$ cat src/rtl/spi_frame_sequencer.sv
// spi_frame_sequencer: header/payload framing, channel routing and MISO status/data for the SPI byte slave
module spi_frame_sequencer #(
  parameter int NUM_CH = 4,
  parameter logic [2:0] STATUS_ID = 3'b101
) (
  input  logic                  w_SPI_Clk,
  input  logic                  i_Rst_L,
  input  logic                  i_SPI_CS_n,
  input  logic                  i_SPI_MOSI,
  input  logic [NUM_CH-1:0]     i_Ch_Ready,
  input  logic [8*NUM_CH-1:0]   i_Ch_TX_Data,
  output logic [1:0]            o_Ch_Sel,
  output logic [7:0]            o_Wr_Byte,
  output logic [NUM_CH-1:0]     o_Ch_Wr_Strobe,
  output logic [NUM_CH-1:0]     o_Ch_Rd_Strobe,
  output logic                  o_MISO_Bit,
  output logic                  o_Busy,
  output logic                  o_Frame_Err
);
  typedef enum logic [1:0] {HDR, DATA, DONE, ERR} state_t;
  state_t state_q, state_d;
  logic [2:0] bit_cnt_q, bit_cnt_d;
  logic [6:0] rx_q, rx_d;
  logic [4:0] rem_q, rem_d;
  logic [1:0] sel_q, sel_d;
  logic rw_q, rw_d;
  logic [7:0] tx_q, tx_d;
  logic [NUM_CH-1:0] wr_stb_q, wr_stb_d, rd_stb_q, rd_stb_d;
  logic err_q, err_d;
  logic [7:0] wr_byte_q, wr_byte_d;
  logic frame_rst_n, byte_done, h_bad;
  logic [7:0] rx_byte, status;
  logic [3:0] rdy4;
  logic [31:0] tx_all;
  function automatic logic [NUM_CH-1:0] onehot(input logic [1:0] c);
    return NUM_CH'(4'b0001 << c);
  endfunction
  assign frame_rst_n = i_Rst_L & ~i_SPI_CS_n;
  assign rdy4 = 4'(i_Ch_Ready);
  assign tx_all = 32'(i_Ch_TX_Data);
  assign rx_byte = {rx_q, i_SPI_MOSI};
  assign byte_done = bit_cnt_q == 3'd7;
  assign h_bad = rx_byte[4] | ({30'b0, rx_byte[6:5]} >= 32'(NUM_CH)) | ~rdy4[rx_byte[6:5]];
  assign status = {err_q, STATUS_ID, rdy4};
  always_comb begin
    state_d = state_q;
    bit_cnt_d = bit_cnt_q + 3'd1;
    rx_d = rx_byte[6:0];
    rem_d = rem_q;
    sel_d = sel_q;
    rw_d = rw_q;
    tx_d = tx_q;
    wr_stb_d = '0;
    rd_stb_d = '0;
    err_d = err_q;
    wr_byte_d = wr_byte_q;
    if (byte_done && state_q == HDR) begin
      err_d = h_bad;
      state_d = h_bad ? ERR : DATA;
      if (!h_bad) begin
        sel_d = rx_byte[6:5];
        rw_d = rx_byte[7];
        rem_d = {1'b0, rx_byte[3:0]} + 5'd1;
        if (rx_byte[7]) begin
          tx_d = tx_all[8*rx_byte[6:5] +: 8];
          rd_stb_d = onehot(rx_byte[6:5]);
        end
      end
    end else if (byte_done && state_q == DATA) begin
      rem_d = rem_q - 5'd1;
      state_d = rem_d == 5'd0 ? DONE : DATA;
      if (!rw_q) begin
        wr_byte_d = rx_byte;
        wr_stb_d = onehot(sel_q);
      end else if (rem_d != 5'd0) begin
        tx_d = tx_all[8*sel_q +: 8];
        rd_stb_d = onehot(sel_q);
      end
    end
  end
  // frame state is also cleared asynchronously whenever CS_n is high
  always_ff @(posedge w_SPI_Clk or negedge frame_rst_n)
    if (!frame_rst_n) begin
      state_q <= HDR;
      bit_cnt_q <= '0;
      rx_q <= '0;
      rem_q <= '0;
      sel_q <= '0;
      rw_q <= 1'b0;
      tx_q <= '0;
      wr_stb_q <= '0;
      rd_stb_q <= '0;
    end else begin
      state_q <= state_d;
      bit_cnt_q <= bit_cnt_d;
      rx_q <= rx_d;
      rem_q <= rem_d;
      sel_q <= sel_d;
      rw_q <= rw_d;
      tx_q <= tx_d;
      wr_stb_q <= wr_stb_d;
      rd_stb_q <= rd_stb_d;
    end
  always_ff @(posedge w_SPI_Clk or negedge i_Rst_L)
    if (!i_Rst_L) begin
      err_q <= 1'b0;
      wr_byte_q <= '0;
    end else if (!i_SPI_CS_n) begin
      err_q <= err_d;
      wr_byte_q <= wr_byte_d;
    end
  assign o_MISO_Bit = state_q == HDR ? status[~bit_cnt_q] :
                      (state_q == DATA && rw_q) ? tx_q[~bit_cnt_q] : 1'b1;
  assign o_Ch_Sel = sel_q;
  assign o_Wr_Byte = wr_byte_q;
  assign o_Ch_Wr_Strobe = wr_stb_q;
  assign o_Ch_Rd_Strobe = rd_stb_q;
  assign o_Busy = state_q == DATA;
  assign o_Frame_Err = err_q;
endmodule
$ cat config.mk
export PLATFORM = sky130hd
export DESIGN_NAME = spi_frame_sequencer
export DESIGN_NICKNAME = d
export VERILOG_FILES = /design/src/rtl/spi_frame_sequencer.sv
export SDC_FILE = /design/constraint.sdc
export NUM_CORES = 1
export LEC_CHECK = 0
export BUFFER_PORTS_ARGS = -buffer_cell sky130_fd_sc_hd__buf_4
export CAP_MARGIN = 20
export CORE_MARGIN = 8
export CORE_UTILIZATION = 57
export CTS_CLUSTER_DIAMETER = 60
export DETAILED_ROUTE_END_ITERATION = 8
export GPL_TIMING_DRIVEN = 0
export PLACE_DENSITY = 0.85
export SYNTH_ARGS = -nofsm -noshare
export SYNTH_HDL_FRONTEND = slang
export SYNTH_SLANG_ARGS = --single-unit
$ cat constraint.sdc
create_clock -name w_SPI_Clk -period 7.6 [get_ports w_SPI_Clk]
set_input_delay 0.76 -clock w_SPI_Clk [delete_from_list [all_inputs] [get_ports w_SPI_Clk]]
set_output_delay 0.76 -clock w_SPI_Clk [all_outputs]
set_load 0.02 [all_outputs]
# Word-level counts from Yosys, hierarchy flattened
# Index checks and enable logic that the tools add are counted.
[word_totals]
wordCells = 76
register_bits = 45
out_inout_bits = 21
inputBits = 40
[classes]
add_sub_neg = 3
reduce_logical = 14
n_bitwise = 8
mux = 30
magnitude_cmp = 2
shifts = 4
n_eq_ne = 4
[op_table]
columns = ["cell", "count"]
rows = [
  ["$shiftx A32 B6 Y8", 2],
  ["$mux W8", 6],
  ["$mux W4", 9],
  ["$mux W5", 3],
  ["$mux W2", 4],
  ["$shl A1 B2 Y4 const A", 2],
  ["$bmux W1 S3", 2],
  ["$reduce_and A2 Y1", 3],
  ["$reduce_bool A2 Y1", 3],
  ["$add A4 B1 Y5 const B", 1],
  ["$logic_not A5 Y1", 1],
  ["$mux W1", 5],
  ["$not A1 Y1", 5],
  ["$reduce_and A5 Y1", 1],
  ["$reduce_bool A5 Y1", 1],
  ["$sub A5 B1 Y5 const B", 1],
  ["$lt A3 B4 Y1 const B", 1],
  ["$ne A2 B2 Y1 const B", 2],
  ["$reduce_and A4 Y1", 1],
  ["$add A3 B1 Y3 const B", 1],
  ["$eq A3 B3 Y1 const B", 1],
  ["$logic_and A1 B1 Y1", 3],
  ["$lt A2 B3 Y1 const B", 1],
  ["$not A3 Y3", 1],
  ["5 further kinds", 5],
]

# Depth between registers and ports, before layout
[logic_depth]
word_depth = 6
ltp_mapped = 8
ltp_nobuf = 6

# Worst setup path before layout
# Ideal clock, no wire load.
[synth_timing]
path_kind = "input port to output port"
startpoint = "input i_Ch_Ready[0]"
endpoint = "output o_MISO_Bit"
cell_stages = 4
slack_ns = 5.229
t_required_ns = 6.840
n_path_buf = 0
t_arrival_ns = 1.611
path_cell_list = "mux4_2 -> nor2b_1 -> o21ai_0 -> a21o_2"
[synth_via]
elab_chain_cells = 3
[synth_lines]
columns = ["item", "line_no", "text"]
rows = [
  ["start: declaration", "10", "input logic [NUM_CH-1:0] i_Ch_Ready,"],
  ["$bmux W1 S3", "112", "assign o_MISO_Bit = state_q == HDR ? status[~bit_cnt_q] :"],
  ["$mux W1 (not written as such)", "112", ""],
  ["$mux W1", "112", ""],
  ["end: declaration", "16", "output logic o_MISO_Bit,"],
]
# Every way passes these cells. The select of a mux whose other input is x is not followed.

# Worst setup path after layout
[layout_timing]
startpoint = "register bit_cnt_q[0]"
endpoint = "output o_MISO_Bit"
[layout_via]
elab_chain_cells = 5
elab_cells_between_ends = 7
classes_between = "mux: 6; bitwise: 1"
[layout_lines]
columns = ["item", "line_no", "text"]
rows = [
  ["start: declaration", "22", "logic [2:0] bit_cnt_q, bit_cnt_d;"],
  ["start signal: assignment", "95", "bit_cnt_q <= bit_cnt_d;"],
  ["$not A3 Y3 (*)", "112, 113", ""],
  ["$bmux W1 S3", "113", "(state_q == DATA && rw_q) ? tx_q[~bit_cnt_q] : 1'b1;"],
  ["$mux W1 (not written as such)", "113", ""],
  ["$mux W1", "113", ""],
  ["$mux W1 (*)", "112", ""],
]
# Mark *: on every way between the ends. The rest lies on a longest branch, timed or not. The select of a mux whose other input is x is not followed.

==> impl_results.rst <==
.. list-table::
   :header-rows: 1

   * - Metric
     - Value
   * - Tmin final
     - about 2700 ps
   * - Number of H-tree levels
     - 2
   * - Clock Pin Slew Worst Setup and Hold Paths
     - about 80 ps
   * - Nature of the critical path startpoint
     - flop
   * - Number of hold violations in the final report
     - 0
   * - Leakage
     - roughly 0.0014 uW
   * - Hold bufs inserted after CTS
     - 0
   * - Fraction of post-synthesis cell area in the top cell type by area
     - a little under half
   * - Post-CTS setup buffer count
     - 0
   * - Post-synthesis cell type count
     - 48
   * - Main area contributors after synthesis
     - dfrtp_1 48%, a221oi_1 5.9%, mux2_2 5.2%
   * - I/O pin total
     - about 60
   * - Reg2reg setup slack
     - between 4000 and 5000 ps
   * - Max frequency
     - approximately 370 MHz
   * - Number of buffers added by the clock tree synthesis step
     - 5
   * - Total wire length
     - between 5000 and 6000 um
   * - Post-route ant nets
     - 0
   * - Root cell of the clock tree
     - clkbuf_8
   * - Worst path buffer plus inverter count
     - 1
   * - Library cell occupying the most area in the post-synthesis netlist
     - dfrtp_1
   * - Number of enable flip-flop cells after synthesis
     - 0
   * - CTS Buffer Depth
     - 2
   * - Pins Over Slew Limit
     - 0
   * - Sum of net half-perimeters after detailed placement
     - 4440 um
   * - Maximum number of pins on one net before global-route repair
     - 27
   * - FFs w/ async S/R, synth
     - 100%
   * - Buffers on Ports
     - 60
   * - Maximum fanout along the worst path
     - 6
   * - Overflow after GRT
     - 0
   * - TritonCTS clock tree
     - done
   * - Slowest cell on the critical path
     - mux4_2
   * - Syn_area_per_cell
     - 11.3 sq um
   * - Total setup violations reported at the end of the flow
     - 0
   * - Maximum capacitance violations
     - 0
   * - GRT Resource Usage Total
     - approximately 18%
   * - Slew HR
     - 57.2%
   * - Post-route DRC violation count
     - 0
   * - Core region area
     - 4000 sq um
   * - Post-route setup slack
     - 4870 ps
   * - Setup TNS Final
     - 0 ps
   * - Main flop type after synthesis
     - dfrtp_1
   * - Post-placement setup slack
     - approximately 4900 ps
   * - Sequence of cells on the critical path
     - mux4_2 > mux2i_1 > nand3_1 > a21o_2 > buf_4
   * - Endpoint kind of the worst setup timing path
     - output pin
   * - Initial Util
     - about three fifths
   * - Worst clock skew
     - 7.48 ps
   * - Global-route wire length before repair
     - 9370 um
   * - Starting DRC count in detailed routing
     - 159
   * - Post-route clock period utilization
     - between 30% and 40%
   * - Worst path max stage delay
     - 540 ps
   * - Area added between synthesis and finish
     - 27.9%
   * - Routed length per placed instance
     - 17.2 um
   * - Arrival time of data at the critical path endpoint
     - 1970 ps
   * - DIE WIDTH
     - about 80 um
   * - Run status
     - completed
   * - Number of resized instances in the post-cts repair step
     - 0
   * - Hold/Removal Path Class
     - primary input to async pin
   * - Placer congestion estimate
     - a little over 0.8
   * - Number of vias after detailed routing
     - roughly 1900
   * - Synthesized instance count
     - about 210
   * - Family with the most delay on the worst path
     - multiplexers
   * - Non-filler instance count after layout
     - roughly 330
   * - Worst-skew pair later-pin latency
     - about 300 ps
   * - # clock sinks
     - 45
   * - Number of antenna diodes
     - 0
   * - Routed via count divided by cell count
     - ~5.9
   * - Total die area
     - roughly 6500 sq um
   * - Worst VDD drop
     - roughly 0.000088 V
   * - Die span in y
     - about 80 um
   * - Summed instance area of the synthesized netlist
     - 2370 sq um
   * - Synth Warn #
     - 0
   * - Portion of the post-synthesis area used by sequential elements
     - 47.6%
   * - First drt pass iteration count
     - 4
   * - Number of antenna violations at the first check in global routing
     - 0
   * - Data required time at the worst endpoint
     - slightly below 7000 ps
   * - Critical Setup Path Class
     - flop to output pin
   * - Post-Synthesis Net Count
     - 254
   * - Worst hold margin
     - about 270 ps
   * - Share of post-route cells with drive strength above 1
     - a little under two fifths
   * - Number of register bits inferred by synthesis
     - 45
   * - Net count reported at finish
     - about 320
   * - Slew at the pin closest to its max-slew limit
     - ~640 ps
   * - Unrepaired setup endpoints after global routing
     - false
   * - Dpl cells
     - 320
   * - Placement Rows
     - 23
   * - PD cells
     - ~150 nW/um^2
   * - Filler instances
     - 277
   * - Via count of the first global-routing pass
     - 2000
cells by family (layout without fill, tap and decap cells):
family	Yosys count	after routing	synth area share, %
AO/OA/AOI/OAI	54	54	17.7
XOR/XNOR	3	3	1.11
adder cells (fa/ha/maj)	5	5	2.64
buffers and inverters	19	88	4.23
flip-flops	45	45	47.6
multiplexers	19	19	10.9
AND/OR/NAND/NOR	64	64	15.8
power breakdown:
part	leakage (uW)	total [uW]	switching (uW)	internal [uW]
combinational	0.000758	36.6	15.2	21.4
sequential	0.000599	244	2.83	242
clock	0.0000574	188	80.7	107
registers in the layout, indices dropped and copies added, names as in the netlist:
signal          cells
o_Ch_Rd_Strobe      4
bit_cnt_q           3
tx_q                8
o_Ch_Wr_Strobe      4
rw_q                1
rx_q                7
o_Ch_Sel            2
state_q             2
rem_q               5
o_Wr_Byte           8
o_Frame_Err         1
cells in the final DEF (no fill, tap or decap), types with 4 or more instances in the layout:
master / count
buf_4: 60
dfrtp_1: 45
nor2b_1: 17
a221oi_1: 16
nand3_1: 11
mux2_2: 11
o31ai_1: 9
inv_1: 8
nor2_1: 8
a21oi_1: 7
nand2_1: 6
clkbuf_8: 6
buf_2: 5
ha_1: 5
nand2b_1: 4
mux4_2: 4
a31oi_1: 4
final cells by class:
| type | count | area [sq um] | share of cell area (%) |
|---|---|---|---|
| multi-input cells | 145 | 1150 | 37.9 |
| flip-flops and latches | 45 | 1130 | 37.2 |
| repair buffers | 61 | 470 | 15.5 |
| clock buffers | 6 | 82.6 | 2.73 |
| plain buffers | 11 | 70.1 | 2.32 |
| well taps | 50 | 62.6 | 2.07 |
| clock inverters | 2 | 37.5 | 1.24 |
| inverters | 8 | 30.0 | 0.992 |
per-stage QoR:
stage | cell area (sq um) | total power, uW | utilization, %
global placement | 2880 | 284 | 72.0
floorplan | 2370 | 262 | -
global route | 3030 | 485 | 75.7
CTS | 3030 | 472 | 75.7
finish | 3030 | 469 | 75.7
detailed placement | 2910 | 286 | 72.7
synthesized netlist by cell type, drive strengths merged, types with 4 or more instances:
library cell,n
a21o,4
a21oi,7
a221oi,16
a31oi,4
buf,8
dfrtp,45
ha,5
inv,8
mux2,12
mux4,4
nand2,6
nand2b,4
nand3,11
nor2,9
nor2b,18
o31ai,9
layer usage:
metal	up-vias	GRT usage [%]	wire length, um	part of all wire, %
met2	73	30.1	2740	49
li1	922	-	-	-
met3	15	5.02	403	7.1
met4	0	6.91	123	2.2
met1	928	22.1	2380	42
met5	-	0	0	0
path summary, 6_finish.rpt:
path | from | to | depth (start not counted)
max | bit_cnt_q[0] | o_MISO_Bit | 5
min | i_Rst_L | o_Frame_Err | 1
max reg2reg | bit_cnt_q[0] | tx_q[2] | 6
min reg2reg | rx_q[4] | rx_q[5] | 0
max in group asynchronous | i_Rst_L | bit_cnt_q[0] | 3
min in group w_SPI_Clk | rx_q[4] | rx_q[5] | 0
(Power assumes the default switching activity.)
